$ cat config.mk
export PLATFORM = sky130hd
export DESIGN_NAME = cram_port_arbiter
export DESIGN_NICKNAME = d
export VERILOG_FILES = /design/src/rtl/cram_port_arbiter_pkg.sv /design/src/rtl/cram_port_arbiter_rr_arb2.sv /design/src/rtl/cram_port_arbiter.sv
export SDC_FILE = /design/constraint.sdc
export NUM_CORES = 1
export LEC_CHECK = 0
export CAP_MARGIN = 20
export CELL_PAD_IN_SITES_DETAIL_PLACEMENT = 1
export CELL_PAD_IN_SITES_GLOBAL_PLACEMENT = 2
export CORE_AREA = 4 4 129 131
export DETAILED_ROUTE_END_ITERATION = 8
export DIE_AREA = 0 0 133 135
export PLACE_DENSITY = 0.84
export SLEW_MARGIN = 10
export SYNTH_ARGS = -nofsm -noshare
export SYNTH_HDL_FRONTEND = slang
export SYNTH_HIERARCHICAL = 1
export SYNTH_SLANG_ARGS = --single-unit
export TNS_END_PERCENT = 100
$ cat constraint.sdc
create_clock -name clk -period 4.7 [get_ports clk]
set_clock_uncertainty 0.1 [all_clocks]
set_input_delay 0.94 -clock clk [delete_from_list [all_inputs] [get_ports clk]]
set_output_delay 0.94 -clock clk [all_outputs]
set_load 0.1 [all_outputs]
$ cat src/rtl/cram_port_arbiter_pkg.sv
// Shared types and constants for the two-port cRAM arbiter.
package cram_port_arbiter_pkg;

  typedef enum logic [1:0] {
    ST_IDLE   = 2'd0,
    ST_ACCESS = 2'd1,
    ST_RESP   = 2'd2
  } state_e;

  // Byte-address split: bank number above, byte offset within the bank below.
  localparam int BANK_MSB = 10;
  localparam int BANK_LSB = 8;

  // Word accesses must have these address bits clear.
  localparam logic [1:0] ALIGN_MASK = 2'b11;

  // RAM write-enable encoding.
  localparam logic WEN_READ  = 1'b0;
  localparam logic WEN_WRITE = 1'b1;

  function automatic logic is_misaligned(input logic [1:0] addr_lsbs);
    return (addr_lsbs & ALIGN_MASK) != 2'b00;
  endfunction

endpackage

$ cat src/rtl/cram_port_arbiter_rr_arb2.sv
// Two-way round-robin arbiter; the pointer names the port preferred on a tie.
module rr_arb2 (
  input  logic       clk,
  input  logic       rst,
  input  logic [1:0] req_i,
  input  logic       advance_i,
  output logic [1:0] gnt_o
);

  logic rr_ptr_q, rr_ptr_d;

  // Grant the lone requester, or the preferred port when both ask.
  always_comb begin
    // NOTE: every signal driven here gets a default first, so no branch can infer a latch.
    gnt_o    = req_i;
    rr_ptr_d = rr_ptr_q;
    if (req_i == 2'b11) begin
      gnt_o = rr_ptr_q ? 2'b10 : 2'b01;
    end
    // After a grant, prefer the port that was not just served.
    if (advance_i) begin
      rr_ptr_d = gnt_o[0];
    end
  end

  // Pointer register; port 0 is preferred out of reset.
  always_ff @(posedge clk or posedge rst) begin
    // NOTE: registers use non-blocking assignment so every flop samples pre-edge values.
    if (rst) begin
      rr_ptr_q <= 1'b0;
    end else begin
      rr_ptr_q <= rr_ptr_d;
    end
  end

endmodule

$ cat src/rtl/cram_port_arbiter.sv
// Shares the 8-bank cRAM between two word-request ports: IDLE -> ACCESS -> RESP,
// with misaligned requests short-circuited straight to an error response.
module cram_port_arbiter
  import cram_port_arbiter_pkg::*;
#(
  parameter int ADDR_W = 11,
  parameter int DATA_W = 32
) (
  input  logic              clk,
  input  logic              rst,
  input  logic              p0_req,
  input  logic              p0_we,
  input  logic [ADDR_W-1:0] p0_addr,
  input  logic [DATA_W-1:0] p0_wdata,
  output logic              p0_gnt,
  output logic              p0_rvalid,
  output logic [DATA_W-1:0] p0_rdata,
  output logic              p0_err,
  input  logic              p1_req,
  input  logic              p1_we,
  input  logic [ADDR_W-1:0] p1_addr,
  input  logic [DATA_W-1:0] p1_wdata,
  output logic              p1_gnt,
  output logic              p1_rvalid,
  output logic [DATA_W-1:0] p1_rdata,
  output logic              p1_err,
  output logic [2:0]        ram_cSel,
  output logic [7:0]        ram_memA,
  output logic [DATA_W-1:0] ram_din,
  output logic              ram_wEN,
  input  logic [DATA_W-1:0] ram_out,
  output logic              busy
);

  state_e state_q, state_d;

  // Latched request; the RAM drive registers double as the latched address/data.
  logic              port_q, port_d;
  logic              we_q, we_d;
  logic              err_q, err_d;
  logic [2:0]        csel_q, csel_d;
  logic [7:0]        mema_q, mema_d;
  logic [DATA_W-1:0] din_q, din_d;
  logic              wen_q, wen_d;

  logic [1:0]        arb_req, arb_gnt;
  logic              accept;
  logic              sel_port;
  logic              sel_we;
  logic [ADDR_W-1:0] sel_addr;
  logic [DATA_W-1:0] sel_wdata;
  logic              resp;
  logic [DATA_W-1:0] resp_data;

  // Requests are only arbitrated while idle, so gnt can never fire mid-transaction.
  assign arb_req = (state_q == ST_IDLE) ? {p1_req, p0_req} : 2'b00;

  rr_arb2 u_rr_arb2 (
    .clk       (clk),
    .rst       (rst),
    .req_i     (arb_req),
    .advance_i (accept),
    .gnt_o     (arb_gnt)
  );

  assign accept    = |arb_gnt;
  assign sel_port  = arb_gnt[1];
  assign sel_we    = sel_port ? p1_we    : p0_we;
  assign sel_addr  = sel_port ? p1_addr  : p0_addr;
  assign sel_wdata = sel_port ? p1_wdata : p0_wdata;

  // Next-state logic; wEN defaults to read so it can only be high during ACCESS.
  always_comb begin
    state_d = state_q;
    port_d  = port_q;
    we_d    = we_q;
    err_d   = err_q;
    csel_d  = csel_q;
    mema_d  = mema_q;
    din_d   = din_q;
    wen_d   = WEN_READ;
    unique case (state_q)
      ST_IDLE: begin
        if (accept) begin
          port_d = sel_port;
          we_d   = sel_we;
          err_d  = is_misaligned(sel_addr[1:0]);
          if (is_misaligned(sel_addr[1:0])) begin
            state_d = ST_RESP;
          end else begin
            state_d = ST_ACCESS;
            csel_d  = sel_addr[BANK_MSB:BANK_LSB];
            mema_d  = sel_addr[BANK_LSB-1:0];
            din_d   = sel_wdata;
            wen_d   = sel_we ? WEN_WRITE : WEN_READ;
          end
        end
      end
      ST_ACCESS: state_d = ST_RESP;
      ST_RESP:   state_d = ST_IDLE;
      default:   state_d = ST_IDLE;
    endcase
  end

  // State, latched request and RAM drive registers; reset also kills an in-flight write.
  always_ff @(posedge clk or posedge rst) begin
    if (rst) begin
      state_q <= ST_IDLE;
      port_q  <= 1'b0;
      we_q    <= 1'b0;
      err_q   <= 1'b0;
      csel_q  <= '0;
      mema_q  <= '0;
      din_q   <= '0;
      wen_q   <= WEN_READ;
    end else begin
      state_q <= state_d;
      port_q  <= port_d;
      we_q    <= we_d;
      err_q   <= err_d;
      csel_q  <= csel_d;
      mema_q  <= mema_d;
      din_q   <= din_d;
      wen_q   <= wen_d;
    end
  end

  assign p0_gnt = arb_gnt[0];
  assign p1_gnt = arb_gnt[1];

  // Response: read data only on a successful read; writes and errors return zero.
  assign resp      = (state_q == ST_RESP);
  assign resp_data = (resp && !we_q && !err_q) ? ram_out : '0;

  assign p0_rvalid = resp & ~port_q;
  assign p1_rvalid = resp &  port_q;
  assign p0_err    = p0_rvalid & err_q;
  assign p1_err    = p1_rvalid & err_q;
  assign p0_rdata  = port_q ? '0 : resp_data;
  assign p1_rdata  = port_q ? resp_data : '0;

  assign ram_cSel = csel_q;
  assign ram_memA = mema_q;
  assign ram_din  = din_q;
  assign ram_wEN  = wen_q;
  assign busy     = (state_q != ST_IDLE);

endmodule

==> results <==
- The run finished with clean final reports.
- The worst hold path belongs to the class reg2reg.
- The length of the first detailed-routing pass in iterations is 4.
- At the end of routability-driven placement, the weighted congestion stood at 0.778.
- The global-route wire length before repair is 17,400 um.
- Detailed placement ended at an HPWL of 9200 um.
- The count of routing violations after the opening detailed-route iteration is 28.
- STA classifies the critical path startpoint as a primary input.
- Post-CTS timing repair inserted 0 buffers for setup.
- The sequential cell area fraction in the yosys report is 0.430.
- Setup repair after global routing left no endpoint under its margin.
- Of the cells placed in the final design, the portion with a size suffix greater than 1 is 0.279.
- The count of standard-cell rows is 46.
- In this run, synthesis inferred 0 flip-flops with an integrated enable.
- The cell area power density is 708 mW/mm2.
- Summing all placed instances gives a cell area of 0.00537 mm2.
- The most common cell in the synthesized netlist is and2_1.
- The area growth from synthesis to final layout is 91.1%.
- Dividing the final minimum period by the clock period gives 0.843.
- After detailed routing, the total wire length is 11,100 um.
- The clock edge transition at the registers on the reported setup and hold paths is 60 ps.
- Fill cells in the final layout number 1,746.
- The remaining global-route overflow is 0.
- In the final routed layout, each cell accounts on average for 15.8 um.
- The sum of negative setup slack is 0 ps.
- Synthesis produced a netlist whose cell count is 247.
- The number of antenna violations at the first check in global routing is 4.
- The TritonCTS clock tree is built.
- The number of primary I/O pins is 239.
- Ranked by total cell area, the synthesized netlist is headed by dfrtp_1 (43%), mux2_2 (18%), and2_1 (14%).
- The die area is 0.0180 mm2.
- Subtracting the final worst setup slack from the clock period gives 3960 ps.
- Counting every net in the synthesized netlist gives 371.
- STA classifies the critical path endpoint as a primary output.
- The maximum fanout encountered on the critical timing path is 34.
- The per-cell via count in the routed design is 3.98.
- By count the netlist is led by and2_1 (67), dfrtp_1 (50), mux2_2 (46), mux2_1 (36), clkbuf_1 (10).
- The level count of the clock H-tree is 2.
- The maximum clock frequency is 252 MHz.
- Setup violations remaining at the end of the flow were counted as 0.
- After synthesis the netlist holds a flip-flop and latch count of 50.
- The synthesized netlist occupies a cell area of 0.00291 mm2.
- The library cell occupying the most area in the post-synthesis netlist is dfrtp_1.
- The tightest slew margin relative to the limit is 0.315.
- The async set-or-reset flop fraction in the synthesized netlist is 1.00.
- The die extent in y is 135 um.
- The endpoint required time on the critical path is 3660 ps.
- The average size of a mapped cell is 11.8 um2.
- The max-cap violation count is 0.
- For this run, the total global-route usage over all layers was measured as 0.121.
- The placeable core area is 0.0156 mm2.
- The data arrival at the endpoint of the critical path is 2920 ps.
- The warning count from the yosys run is 6.
- The number of hold violations in the final report was 0.
- The starting density of the core is 0.187.
- For this run, design rule violations remaining after detail routing come to 0.
- Of the post-synthesis cell area, the dominant cell type holds 0.430.
- The number of antenna diodes in the final layout is 0.
- The unique cell type count in the Yosys netlist is 24.
- The number of vias in the routed layout is 2,785.
- The final max-slew violation count is 0.
- The worst setup path is of the in2out kind.
- For this design the static power due to leakage is 2.39 nW.
- The number of buffers added on ports is 238.
- The clock passes through at most 2 buffers.
- Hold timing on the final database bottoms out at a slack of 387 ps.
- The count of cells resized by post-cts repair is 0.
- At the pin with the least slew margin, the transition time is 1020 ps.
- The number of buffers inserted by hold repair at cts is 0.
- CTS placed an instance of clkbuf_16 at the clock tree root.
- The worst-case IR drop observed on VDD is 0.000402 V.
- The die is 133 um wide.
- The clock net in this run drives a total of 50 sinks.
- The number of global-route vias before repair is 3,141.
- The layout net count is 607.
- The count of nets left with antenna violations once routing finished came out at 0.
- The source-to-sink clock delay at the later pin of the worst-skew pair is 290 ps.
- The most used flip-flop cell after synthesis is dfrtp_1.
- In this run, CTS created clock tree buffers numbering 5.
- The maximum number of pins on one net before global-route repair is 50.
- The final instance area is 0.00556 mm2.
==> layer usage <==
layer / wire length, um / track usage
met1: 4230 / 0.134
met2: 5230 / 0.207
met3: 1400 / 0.0618
met4: 148 / 0.0329
met5: 45 / 0
==> registers in the layout, summed over array words and instances, names as in the netlist <==
name                cells
port_q                  1
state_q                 2
ram_memA                8
err_q                   1
ram_cSel                3
ram_wEN                 1
ram_din                32
u_rr_arb2/rr_ptr_q      1
we_q                    1
==> final timing paths <==
check | slack, ps | from | cells past startpoint | end
max reg2reg | 1280 | state_q[0] | 8 | ram_din[23]
max | 740 | p1_req | 5 | p1_gnt
min in group asynchronous | 740 | rst | 2 | u_rr_arb2/rr_ptr_q
max in group asynchronous | 3030 | rst | 3 | ram_cSel[0]
min | 390 | ram_din[2] | 1 | ram_din[2]
min reg2reg | 390 | ram_din[2] | 1 | ram_din[2]
==> critical path, stage by stage <==
cell,delay (ps)
clkdlybuf4s50_1,470
and2_1,170
a21boi_4,470
buf_4,470
buf_4,370
==> cell usage in the layout, fill, tap and decap left out, drive strengths merged <==
| master | netlist | layout |
|---|---|---|
| a31oi | 1 | 1 |
| nor2b | 3 | 3 |
| clkinv | 0 | 1 |
| and2 | 67 | 67 |
| nor3 | 2 | 2 |
| a21oi | 2 | 2 |
| a22o | 1 | 1 |
| nor3b | 2 | 2 |
| clkdlybuf4s50 | 0 | 172 |
| dfrtp | 50 | 50 |
| buf | 5 | 72 |
| inv | 7 | 8 |
| a2111oi | 1 | 1 |
| or3 | 1 | 1 |
| mux2i | 2 | 2 |
| bufinv | 0 | 1 |
| nor2 | 4 | 4 |
| nand3b | 1 | 1 |
| nand2 | 2 | 2 |
| or3b | 1 | 1 |
| mux2 | 83 | 83 |
| clkbuf | 10 | 5 |
| a21boi | 2 | 2 |
==> cell type report <==
type | count | area [um2] | share of cell area
clock inverters | 3 | 43.8 | 0.00788
well taps | 216 | 270 | 0.0486
inverters | 7 | 26.3 | 0.00473
multi-input cells | 175 | 1570 | 0.282
flip-flops and latches | 50 | 1250 | 0.225
repair buffers | 244 | 2270 | 0.409
clock buffers | 5 | 125 | 0.0225
==> report_power, final <==
group | leakage (nW) | internal [mW] | switching (mW) | total, mW
Combinational | 1.70 | 0.730 | 2.04 | 2.77
Sequential | 0.604 | 0.634 | 0.121 | 0.755
Clock | 0.0842 | 0.252 | 0.162 | 0.414
Total | 2.39 | 1.62 | 2.32 | 3.94
==> cells by family (layout without fill, tap and decap cells) <==
logic type	Yosys count	count (layout)	synth area share
multiplexers	85	85	0.329
AND/OR/NAND/NOR	83	83	0.176
AO/OA/AOI/OAI	7	7	0.0245
buffers and inverters	22	259	0.0400
flip-flops	50	50	0.430
==> stage by stage <==
step           instances  setup slack, ps   util  total power [mW]
2_1_floorplan        247              494      -              2.83
3_3_place_gp         691              694  0.344              3.52
3_5_place_dp         691              563  0.344              3.55
4_1_cts              699              680  0.355              3.99
5_1_grt              700              577  0.356              4.10
6_report             700              739  0.356              3.94
(Power assumes the default switching activity.)
